File: config.mk
export PLATFORM = sky130hd
export DESIGN_NAME = pce_punc_enc_flat
export DESIGN_NICKNAME = d
export VERILOG_FILES = /design/src/rtl/pce_punc_enc_if.sv /design/src/rtl/pce_punc_enc.sv /design/src/flat_wrapper.sv
export SDC_FILE = /design/constraint.sdc
export NUM_CORES = 1
export LEC_CHECK = 0
export BUFFER_PORTS_ARGS = -buffer_cell sky130_fd_sc_hd__buf_2
export CORE_MARGIN = 5
export CORE_UTILIZATION = 55
export CTS_BUF_LIST = sky130_fd_sc_hd__clkbuf_8
export DETAILED_ROUTE_END_ITERATION = 12
export PLACE_DENSITY = 0.79
export RECOVER_POWER = 25
export SLEW_MARGIN = 10
export SYNTH_ARGS = -nofsm -noshare
export SYNTH_HDL_FRONTEND = slang
export SYNTH_SLANG_ARGS = --single-unit
File: constraint.sdc
create_clock -name clk -period 10.2 [get_ports clk]
set_clock_uncertainty 0.05 [all_clocks]
set_input_delay 1.02 -clock clk [delete_from_list [all_inputs] [get_ports clk]]
set_output_delay 1.02 -clock clk [all_outputs]
set_load 0.05 [all_outputs]
File: src/rtl/pce_punc_enc_if.sv
// pce_punc_enc_if: bit-serial info input and coded output bundle of the punctured encoder
interface pce_punc_enc_if #(
  parameter int CBPS_W = 9,
  parameter int SYM_W = 4
);
  logic di;
  logic di_vld;
  logic di_last;
  logic di_rdy;
  logic [1:0] rate;
  logic [CBPS_W-1:0] n_cbps;
  logic dout;
  logic do_vld;
  logic [SYM_W-1:0] do_sym_num;
  logic done;
  modport master (output di, di_vld, di_last, rate, n_cbps, input di_rdy, dout, do_vld, do_sym_num, done);
  modport slave (input di, di_vld, di_last, rate, n_cbps, output di_rdy, dout, do_vld, do_sym_num, done);
endinterface

File: src/rtl/pce_punc_enc.sv
// pce_punc_enc: convolutional encoder with puncturing, K-1 zero tail and OFDM symbol padding
module pce_punc_enc #(
  parameter int K = 7,
  parameter logic [K-1:0] G0 = 7'o133,
  parameter logic [K-1:0] G1 = 7'o171,
  parameter int CBPS_W = 9,
  parameter int SYM_W = 4
) (
  input logic clk,
  input logic rst,
  pce_punc_enc_if.slave bus
);
  typedef enum logic [1:0] {IDLE, ENC, TAIL, PAD} state_t;
  localparam int TW = $clog2(K);
  state_t st;
  logic [K-2:0] sr;
  logic [1:0] pend, pcnt, ph, rate_r, ph_c, per, nk, tot, nb, rate_c;
  logic [CBPS_W-1:0] cnt, ncbps_r, cnt_c, ncbps_c;
  logic [SYM_W-1:0] sym, sym_c;
  logic [TW-1:0] tcnt;
  logic [2:0] q;
  logic dout_r, vld_r, done_r;
  logic idle, rdy, acc, enc, in_bit, a, b, ka, kb, pad, pop, wrap;
  assign idle = st == IDLE;
  assign rdy = !rst && !done_r && (idle || (st == ENC && pcnt <= 2'd1));
  assign acc = rdy && bus.di_vld;
  assign enc = acc || (st == TAIL && pcnt <= 2'd1);
  assign in_bit = acc & bus.di;
  assign a = ^(G0 & {in_bit, sr});
  assign b = ^(G1 & {in_bit, sr});
  // a new frame sees cleared counters and the live rate/n_cbps in its first cycle
  assign rate_c = idle ? bus.rate : rate_r;
  assign ncbps_c = idle ? bus.n_cbps : ncbps_r;
  assign cnt_c = idle ? '0 : cnt;
  assign ph_c = idle ? '0 : ph;
  assign sym_c = acc && idle ? '0 : sym;
  assign per = rate_c == 2'b01 ? 2'd2 : rate_c == 2'b10 ? 2'd3 : 2'd1;
  assign ka = enc && ph_c != 2'd2;
  assign kb = enc && ph_c != 2'd1;
  assign nk = {1'b0, ka} + {1'b0, kb};
  assign nb = ka ? {b, a} : {1'b0, b};
  assign q = pcnt == 2'd0 ? {1'b0, nb} : pcnt == 2'd1 ? {nb, pend[0]} : {1'b0, pend};
  assign tot = pcnt + nk;
  assign pad = st == PAD && tot == 2'd0 && cnt != '0 && ncbps_r != '0;
  assign pop = tot != 2'd0 || pad;
  assign wrap = pop && ncbps_c != '0 && cnt_c == ncbps_c - CBPS_W'(1);
  assign bus.di_rdy = rdy;
  assign bus.dout = dout_r;
  assign bus.do_vld = vld_r;
  assign bus.done = done_r;
  assign bus.do_sym_num = sym;
  always_ff @(posedge clk)
    if (rst) begin
      st <= IDLE;
      sr <= '0;
      pend <= '0;
      pcnt <= '0;
      ph <= '0;
      rate_r <= '0;
      ncbps_r <= '0;
      cnt <= '0;
      sym <= '0;
      tcnt <= '0;
      dout_r <= 1'b0;
      vld_r <= 1'b0;
      done_r <= 1'b0;
    end else begin
      dout_r <= pop && !pad && q[0];
      vld_r <= pop;
      done_r <= st == PAD && !pop;
      pend <= q[2:1];
      pcnt <= tot == 2'd0 ? 2'd0 : tot - 2'd1;
      sym <= sym_c + SYM_W'(wrap);
      if (pop) cnt <= wrap ? '0 : cnt_c + CBPS_W'(1);
      if (enc) begin
        sr <= {in_bit, sr[K-2:1]};
        ph <= ph_c == per - 2'd1 ? 2'd0 : ph_c + 2'd1;
      end
      if (acc && idle) begin
        rate_r <= bus.rate;
        ncbps_r <= bus.n_cbps;
      end
      tcnt <= acc ? '0 : st == TAIL && enc ? tcnt + TW'(1) : tcnt;
      st <= acc ? (bus.di_last ? TAIL : ENC) :
            st == TAIL && enc && tcnt == TW'(K - 2) ? PAD :
            st == PAD && !pop ? IDLE : st;
    end
endmodule

File: src/flat_wrapper.sv
// flat-port wrapper written by rule: the top's interface ports become plain ports
module pce_punc_enc_flat 
#(
  parameter int K = 7,
  parameter logic [K-1:0] G0 = 7'o133,
  parameter logic [K-1:0] G1 = 7'o171,
  parameter int CBPS_W = 9,
  parameter int SYM_W = 4
)
  (clk, rst, bus_di, bus_di_vld, bus_di_last, bus_rate, bus_n_cbps, bus_di_rdy, bus_dout, bus_do_vld, bus_do_sym_num, bus_done);
  pce_punc_enc_if #(.CBPS_W(CBPS_W), .SYM_W(SYM_W)) bus_i ();
  input logic clk;
  input logic rst;
  input wire logic [$bits(bus_i.di)-1:0] bus_di;
  input wire logic [$bits(bus_i.di_vld)-1:0] bus_di_vld;
  input wire logic [$bits(bus_i.di_last)-1:0] bus_di_last;
  input wire logic [$bits(bus_i.rate)-1:0] bus_rate;
  input wire logic [$bits(bus_i.n_cbps)-1:0] bus_n_cbps;
  output wire logic [$bits(bus_i.di_rdy)-1:0] bus_di_rdy;
  output wire logic [$bits(bus_i.dout)-1:0] bus_dout;
  output wire logic [$bits(bus_i.do_vld)-1:0] bus_do_vld;
  output wire logic [$bits(bus_i.do_sym_num)-1:0] bus_do_sym_num;
  output wire logic [$bits(bus_i.done)-1:0] bus_done;
  assign bus_i.di = bus_di;
  assign bus_i.di_vld = bus_di_vld;
  assign bus_i.di_last = bus_di_last;
  assign bus_i.rate = bus_rate;
  assign bus_i.n_cbps = bus_n_cbps;
  assign bus_di_rdy = bus_i.di_rdy;
  assign bus_dout = bus_i.dout;
  assign bus_do_vld = bus_i.do_vld;
  assign bus_do_sym_num = bus_i.do_sym_num;
  assign bus_done = bus_i.done;
  pce_punc_enc #(.K(K), .G0(G0), .G1(G1), .CBPS_W(CBPS_W), .SYM_W(SYM_W)) u_core (.clk(clk), .rst(rst), .bus(bus_i));
endmodule
# [Word level (Yosys, flattened, before mapping)]
# Cells that the tools add are included.
[classes] bitwise_logic=2 eq_ne=11 n_lt_le_gt_ge=1 mux=16 n_reduce_logical=38 add_sub_neg=9
[op_table] op="9-bit 2-to-1 mux" n=3
[op_table] op="9-bit nonzero test" n=3
[op_table] op="2-bit 2-to-1 mux" n=12
[op_table] op="1-bit logical AND" n=18
[op_table] op="7-bit parity" n=2
[op_table] op="9-bit by 1-bit adder with 9-bit output, second input constant" n=1
[op_table] op="9-bit == test" n=1
[op_table] op="9-bit by 1-bit subtractor with 9-bit output, second input constant" n=1
[op_table] op="2-bit by 1-bit == test with 1-bit output, second input constant" n=3
[op_table] op="2-bit == test, second input constant" n=3
[op_table] op="2-bit logical NOT" n=3
[op_table] op="4-bit by 1-bit adder with 4-bit output" n=1
[op_table] op="1-bit logical NOT" n=4
[op_table] op="4-bit 2-to-1 mux" n=1
[op_table] op="2-bit OR reduction" n=2
[op_table] op="2-bit by 1-bit subtractor with 2-bit output, second input constant" n=2
[op_table] op="3-bit by 1-bit adder with 3-bit output, second input constant" n=1
[op_table] op="3-bit == test, second input constant" n=1
[op_table] op="1-bit logical OR" n=3
[op_table] op="3-bit nonzero test" n=1
[op_table] op="3-bit OR reduction" n=1
[op_table] op="1-bit by 1-bit adder with 2-bit output" n=1
[op_table] op="2-bit by 1-bit adder with 2-bit output, second input constant" n=1
[op_table] op="2-bit adder" n=1
[op_table] op="7 further kinds" n=7
[totals] register_bits=44 input_bits=16

# [Longest topological paths before layout]
# Gate-level depths: netlist of the first run.
[depth] word_depth=19 depth_mapped=23 mapped_depth_nobuf=19

# [Worst setup path after synthesis of the first run]
# No wires, ideal clock.
[synth_path] path_kind="input to register" startpoint="in rst" endpoint="reg u_core.sym[3], in the netlist u_core.bus.do_sym_num[3]" t_arrival_ns=5.146 required_ns=10.064 path_slack_ns=4.919 setup_time_ns=0.086 path_stages=17 path_cell_list="a2111oi_4 -> a21oi_1 -> clkbuf_1 -> or2_2 -> fa_1 -> xor2_1 -> ha_1 -> nor4b_1 -> a32oi_1 -> nand2_1 -> nor4b_2 -> o211ai_2 -> nor2_1 -> ha_1 -> nand3_1 -> xor2_1 -> a211oi_1"
[synth_via] elab_chain_len=16 elab_cells_between_ends=20 classes_between="add/sub: 3; mux: 1; reduce/logical: 16"
[synth_rtl] item="from (decl)" line="flat_wrapper.sv:13" source="input logic rst;"
[synth_rtl] item="1-bit logical NOT" line="pce_punc_enc.sv:25" source="assign rdy = !rst && !done_r && (idle || (st == ENC && pcnt <= 2'd1));"
[synth_rtl] item="1-bit logical AND (2 in series)" line="pce_punc_enc.sv:25"
[synth_rtl] item="1-bit logical AND" line="pce_punc_enc.sv:26" source="assign acc = rdy && bus.di_vld;"
[synth_rtl] item="1-bit logical OR" line="pce_punc_enc.sv:27" source="assign enc = acc || (st == TAIL && pcnt <= 2'd1);"
[synth_rtl] item="1-bit logical AND, on equally long branches" line="pce_punc_enc.sv:38, pce_punc_enc.sv:39"
[synth_rtl] item="1-bit by 1-bit adder with 2-bit output" line="pce_punc_enc.sv:40" source="assign nk = {1'b0, ka} + {1'b0, kb};"
[synth_rtl] item="2-bit adder" line="pce_punc_enc.sv:43" source="assign tot = pcnt + nk;"
[synth_rtl] item="2-bit logical NOT" line="pce_punc_enc.sv:44" source="assign pad = st == PAD && tot == 2'd0 && cnt != '0 && ncbps_r != '0;"
[synth_rtl] item="1-bit logical AND (3 in series)" line="pce_punc_enc.sv:44"
[synth_rtl] item="1-bit logical OR" line="pce_punc_enc.sv:45" source="assign pop = tot != 2'd0 || pad;"
[synth_rtl] item="1-bit logical AND (2 in series)" line="pce_punc_enc.sv:46" source="assign wrap = pop && ncbps_c != '0 && cnt_c == ncbps_c - CBPS_W'(1);"
[synth_rtl] item="4-bit by 1-bit adder with 4-bit output" line="pce_punc_enc.sv:73" source="sym <= sym_c + SYM_W'(wrap);"
[synth_rtl] item="to (signal assigned)" line="pce_punc_enc.sv:73"
[synth_rtl] item="to (decl)" line="pce_punc_enc.sv:19" source="logic [SYM_W-1:0] sym, sym_c;"
# Several ways; a longest one is shown, not always the timed one.
# A chain may end at the register's enable or synchronous reset.

# [Worst setup path in the final report of the first run]
[layout_path] startpoint="in rst" endpoint="reg u_core.sym[2], in the netlist u_core.bus.do_sym_num[2]"
# Same word-level chain as after synthesis.

==> metrics, run 1 <==
fillers 434; CTS tree built; Synth-to-Final Area Change 8.28%; Worst Hold Depth 2; Starting Density 0.569; CTS Sinks 44; reg2reg end u_core.bus.do_sym_num[2]; Max IR drop VDD 111 uV; sequential-to-total area share from yosys stat 0.326; Synth Net Count 341; Final min period 6.46 ns; Max FO, Critical Path 39; Logic pwr share 0.338; failing checks max-capacitance violations, max-slew violations; antenna violations before repair 0; outcome complete, but fails checks; die outline width 80.1 um; most common cell in the netlist nor2_1; num ports 24; nets 357; M2 GR Usage 0.310; Max-Cap Viols 1; ANT nets after route 0; vias 2228; Hold Path Class register to register; GR peak layer met2; postcts setup bufs 0; drt initial violations 227; unrepaired setup endpoints after global routing no; Root Driver clkbuf_8; EDFF count, synth 0; Final setup viols 0; H-tree lvl count 2; first-pass GRT wire length 9.86 mm; Slowest cell on crit path clkbuf_1; Hold Vio Cnt, Final 0; WP data required 10.27 ns; Vias per Instance 5.58; Ant. Diodes 0; final core occ 0.616; clock tree buffer depth 2; DIE AREA 6420 um2; drt drc 0; synthesized netlist cell count 315; Final Max Slew Viols 40; r2r setup slk 5.00 ns; ys async rst share 0; Final TNS setup 0 ns; DRT Pass-1 Iters 4; most frequent cells after synthesis 46 x nor2_1, 44 x dfxtp_1, 22 x nand2_1; Die Y 80.1 um; Synth Flop Type dfxtp_1; hold path startpoint u_core.pend[1]; Core Box Area 4750 um2; grt ovf 0; worst-skew pair later-pin latency 0.30 ns; Distinct cells, synth 61; total global-route track usage 0.193; WL/cell 14.4 um; max incr delay on CP 1.24 ns; Cell Area, Synth 2710 um2; Area contributors post-synth dfxtp_1 33%, mux2i_1 7.0%, nor2_1 6.4%; syn_area_per_cell 8.59 um2; Crit Reg-Reg Startpoint u_core.st[0]; cell-internal power 0.327 mW; vias in the first global route 2128; layout cells sized above 1 0.123; GR Util met3 0.0504; Rel. slew slack -0.166; Sequential Power Share 0.388; Yosys top cell by area dfxtp_1; post-CTS sizing 0; synthesis-stage register bit count 44; GR met1 Demand/Resource 0.253; final wirelength 5.74 mm; clock-pin slew on the worst setup and hold paths 0.08 ns; PD cells 175 nW/um2; GP Congestion 0.840; critical path type primary input to register; Worst Hold Endpoint u_core.pend[0]; largest net degree at the start of global routing 40; R2R cell count 19; Final HPWL DP 4.21 mm; post-synth top area share 0.326; sw power 0.185 mW; total CTS buffers 5; CP arrival 6.53 ns; startpoint types primary input; Max Freq 155 MHz; hold_buf cts 0; Leak 1.19 nW; switching share of power 0.361; Cell Rows 25; fin crit share 0.633; clock power share 0.275; Setup crit end kind register; Yosys warnings 0; Slew @ Worst Pin 1.75 ns; PortBufs 23; cells along the critical path clkbuf_1 -> a2111oi_0 -> a21oi_1 -> nor2_1 -> inv_1 -> fa_1 -> ha_1 -> nor4b_1 -> a32oi_1 -> nand2_1 -> nor4b_2 -> o211ai_2 -> nor2_1 -> ha_1 -> ha_1 -> xor2_1 -> nor2_1
==> worst max-delay path: cells and delay by family <==
family                   cells  cell delay [ns]
buffers and inverters        2             1.40
AO/OA/AOI/OAI                4             1.64
AND/OR/NAND/NOR              6             1.23
XOR/XNOR                     1             0.13
adder cells (fa/ha/maj)      4             1.09
==> registers in the layout (all words and copies together), names as in the netlist <==
signal,cells
u_core.bus.do_vld,1
u_core.ncbps_r,9
u_core.pend,2
u_core.sr,6
u_core.ph,2
u_core.pcnt,2
u_core.bus.do_sym_num,4
u_core.bus.done,1
u_core.cnt,9
u_core.rate_r,2
u_core.st,2
u_core.tcnt,3
u_core.bus.dout,1
==> area by class of cell <==
cell class                 instances  area, um2  area share
inverter                           9       33.8      0.0115
multi-input combinational        247       1700       0.579
sequential                        44        881       0.301
tap                               67       83.8      0.0286
timing repair buffer              24        113      0.0384
clock buffer                       6       82.6      0.0282
clock inverter                     2       38.8      0.0132
==> how the worst max path moves through the flow <==
stage	from	to	slack, ns	depth (start not counted)
global placement	rst	u_core.bus.do_sym_num[3]	4.59	17
detailed placement	rst	u_core.bus.do_sym_num[3]	4.43	17
CTS	rst	u_core.bus.do_sym_num[3]	4.75	17
global route	rst	u_core.bus.do_sym_num[3]	3.20	17
floorplan	rst	u_core.bus.do_sym_num[3]	4.92	17
finish	rst	u_core.bus.do_sym_num[2]	3.74	17
==> power groups by stage <==
stage	sequential [mW]	clock (mW)	combinational, mW
2_1_floorplan	0.207	0	0.134
3_3_place_gp	0.203	0	0.167
3_5_place_dp	0.203	0	0.173
4_1_cts	0.199	0.145	0.175
5_1_grt	0.201	0.152	0.192
6_report	0.199	0.141	0.173
==> cell usage in the layout, fill, tap and decap left out, drive strengths merged, types with 4 or more instances in the layout <==
master  instances
nand4           6
xnor2          13
and2           11
nor3           12
a21oi          18
o21ai          11
mux2i          19
inv             9
xor2           14
nand2          22
buf            16
nand3           8
a32oi           4
o211ai          4
clkbuf         14
ha              9
nor2           46
dfxtp          44
==> stage by stage <==
| stage | hold WS, ns | power, mW | worst slack (ns) | instance area, um2 | instances |
|---|---|---|---|---|---|
| 2_1_floorplan | 0.380 | 0.341 | 4.92 | 2710 | 315 |
| 3_3_place_gp | 0.386 | 0.369 | 4.59 | 2840 | 391 |
| 3_5_place_dp | 0.409 | 0.376 | 4.43 | 2840 | 391 |
| 4_1_cts | 0.409 | 0.519 | 4.75 | 2960 | 399 |
| 5_1_grt | 0.440 | 0.545 | 3.20 | 2930 | 399 |
| 6_report | 0.409 | 0.512 | 3.74 | 2930 | 399 |
==> routing by layer <==
layer	vias to the layer above	routed length, um
met3	5	304
met2	50	2610
li1	1142	-
met5	-	0
met1	1031	2760
met4	0	59
==> logic make-up (layout without fill, tap and decap cells) <==
| kind of cell | Yosys count | count (layout) | synth area share |
|---|---|---|---|
| AOI/OAI and AO/OA | 60 | 60 | 0.173 |
| xor gates and xnor gates | 27 | 27 | 0.0902 |
| adders and majority gates | 10 | 10 | 0.0490 |
| buffers and inverters | 24 | 41 | 0.0402 |
| DFF | 44 | 44 | 0.326 |
| muxes | 21 | 21 | 0.0786 |
| and+or+nand+nor | 129 | 129 | 0.243 |
Power figures use the tool's default switching activity.
==> run 2: changes to the inputs <==
==> constraint.sdc (replaced) <==
create_clock -name clk -period 6.7 [get_ports clk]
set_clock_uncertainty 0.05 [all_clocks]
set_input_delay 0.67 -clock clk [delete_from_list [all_inputs] [get_ports clk]]
set_output_delay 0.67 -clock clk [all_outputs]
set_load 0.05 [all_outputs]
==> run 2 against run 1 <==
The run still ends with max-capacitance violations, max-slew violations left. Total power rose by 43%. Cell area down 0.60%. Wire length rose by 5.1%. Critical endpoint is now u_core.bus.do_sym_num[3]. Combinational power rose by 54%. Global-route usage grew 0.39 points. Largest cell class unchanged. Worst setup slack lost 2.6 ns. Sequential share of layout area rose by 0.18 points. Via count up 2.4%. Die area unchanged. Core utilization down 0.37 points. First-iteration DRC count fell by 28%.
==> metrics, run 2 (synthesis gave the netlist of run 1 again) <==
outcome complete, but fails checks; failing checks max-capacitance violations, max-slew violations; Ant. Diodes 0; Max Freq 179 MHz; Slew @ Worst Pin 1.80 ns; final wirelength 6.03 mm; Sequential Area 881 um2; clock tree buffer depth 2; drt drc 0; hold_buf cts 0; CTS Sinks 44; postcts setup bufs 0; drt initial violations 163; Starting Density 0.569; grt ovf 0; Die Y 80.1 um; nets 358; vias 2282; Design Area, Final 2910 um2; antenna violations before repair 0; Place WS 1.63 ns; DRT Pass-1 Iters 4; WL/cell 15.1 um; Hold Path Class register to register; DIE AREA 6420 um2; Hold Vio Cnt, Final 0; hold path startpoint u_core.pend[1]; fillers 423; post-CTS sizing 0; Synth-to-Final Area Change 7.63%; Max FO, Critical Path 39; commonest cells after routing, fill and taps aside 46 x nor2_1, 44 x dfxtp_1, 22 x nand2_1; slack of the critical path 1.12 ns; Setup crit end kind register; Crit Reg-Reg Startpoint u_core.st[0]; Final Max Slew Viols 40; Max-Cap Viols 1; layout cells sized above 1 0.123; PD cells 251 nW/um2; H-tree lvl count 2; area of the multi-input gates 1720 um2; critical path type primary input to register; startpoint types primary input; CP arrival 5.72 ns; CTS tree built; Final setup viols 0; largest registers u_core.cnt x9, u_core.ncbps_r x9, u_core.sr x6; fin crit share 0.833; commonest non-fill, non-tap cell in the layout nor2_1; Final min period 5.58 ns; largest net degree at the start of global routing 40; clock-pin slew on the worst setup and hold paths 0.08 ns; Core Box Area 4750 um2; vias in the first global route 2141; WP data required 6.84 ns; Cell Rows 25; worst-skew pair later-pin latency 0.30 ns; placed cell area 2840 um2; Vias per Instance 5.72; ANT nets after route 0; CP Launch Point rst; first-pass GRT wire length 10.0 mm; Leak 1.17 nW; num ports 24; Rel. slew slack -0.203; Max IR drop VDD 139 uV; WHS 0.420 ns; die outline width 80.1 um; GP Congestion 0.853; unrepaired setup endpoints after global routing no; PortBufs 23; total global-route track usage 0.197; Final TNS setup 0 ns; total CTS buffers 5; Final HPWL DP 4.37 mm; Root Driver clkbuf_8
## run 2: power breakdown
| group | internal [mW] | switching [mW] |
|---|---|---|
| registers | 0.281 | 0.0232 |
| clock network | 0.0707 | 0.0899 |
| logic | 0.0964 | 0.171 |
| total | 0.448 | 0.284 |
## run 2: area by class of cell
type                       instances  share of cell area
multi-input combinational        247               0.589
sequential                        44               0.303
timing repair buffer              25              0.0400
tap                               67              0.0288
clock buffer                       5              0.0236
inverter                           9              0.0116
clock inverter                     2             0.00430
## run 2: per-stage QoR
step	cells	power, mW	utilization
after CTS	399	0.735	0.615
after global placement	392	0.565	0.598
after detailed placement	392	0.574	0.598
after floorplan	315	0.519	-
final	399	0.732	0.612
after global routing	399	0.774	0.612
## run 2: path summary, 6_finish.rpt
| path | to | cells past startpoint | slack (ns) |
|---|---|---|---|
| max | u_core.bus.do_sym_num[3] | 18 | 1.12 |
| min | u_core.pend[0] | 2 | 0.42 |
| max reg2reg | u_core.bus.do_sym_num[3] | 19 | 1.54 |
| min reg2reg | u_core.pend[0] | 2 | 0.42 |
## run 2: critical path, cell delays in order
cell	delay, ns
clkbuf_1	1.27
a2111oi_4	0.01
a21oi_1	0.21
clkbuf_1	0.51
nor2_1	0.16
inv_1	0.13
fa_1	0.44
ha_1	0.30
nor4b_1	0.17
a32oi_1	0.22
nand2_1	0.26
nor4b_2	0.41
o211ai_2	0.18
nor2_1	0.16
ha_1	0.18
nand3_1	0.09
xor2_1	0.15
a211oi_1	0.19
## run 2: metal layers
layer  vias to the layer above  part of all wire  GRT usage
met5                         -                 0          0
met4                         0             0.023     0.0861
met3                        12             0.052     0.0426
met2                        56              0.46      0.310
met1                      1065              0.46      0.258
li1                       1149                 -          -
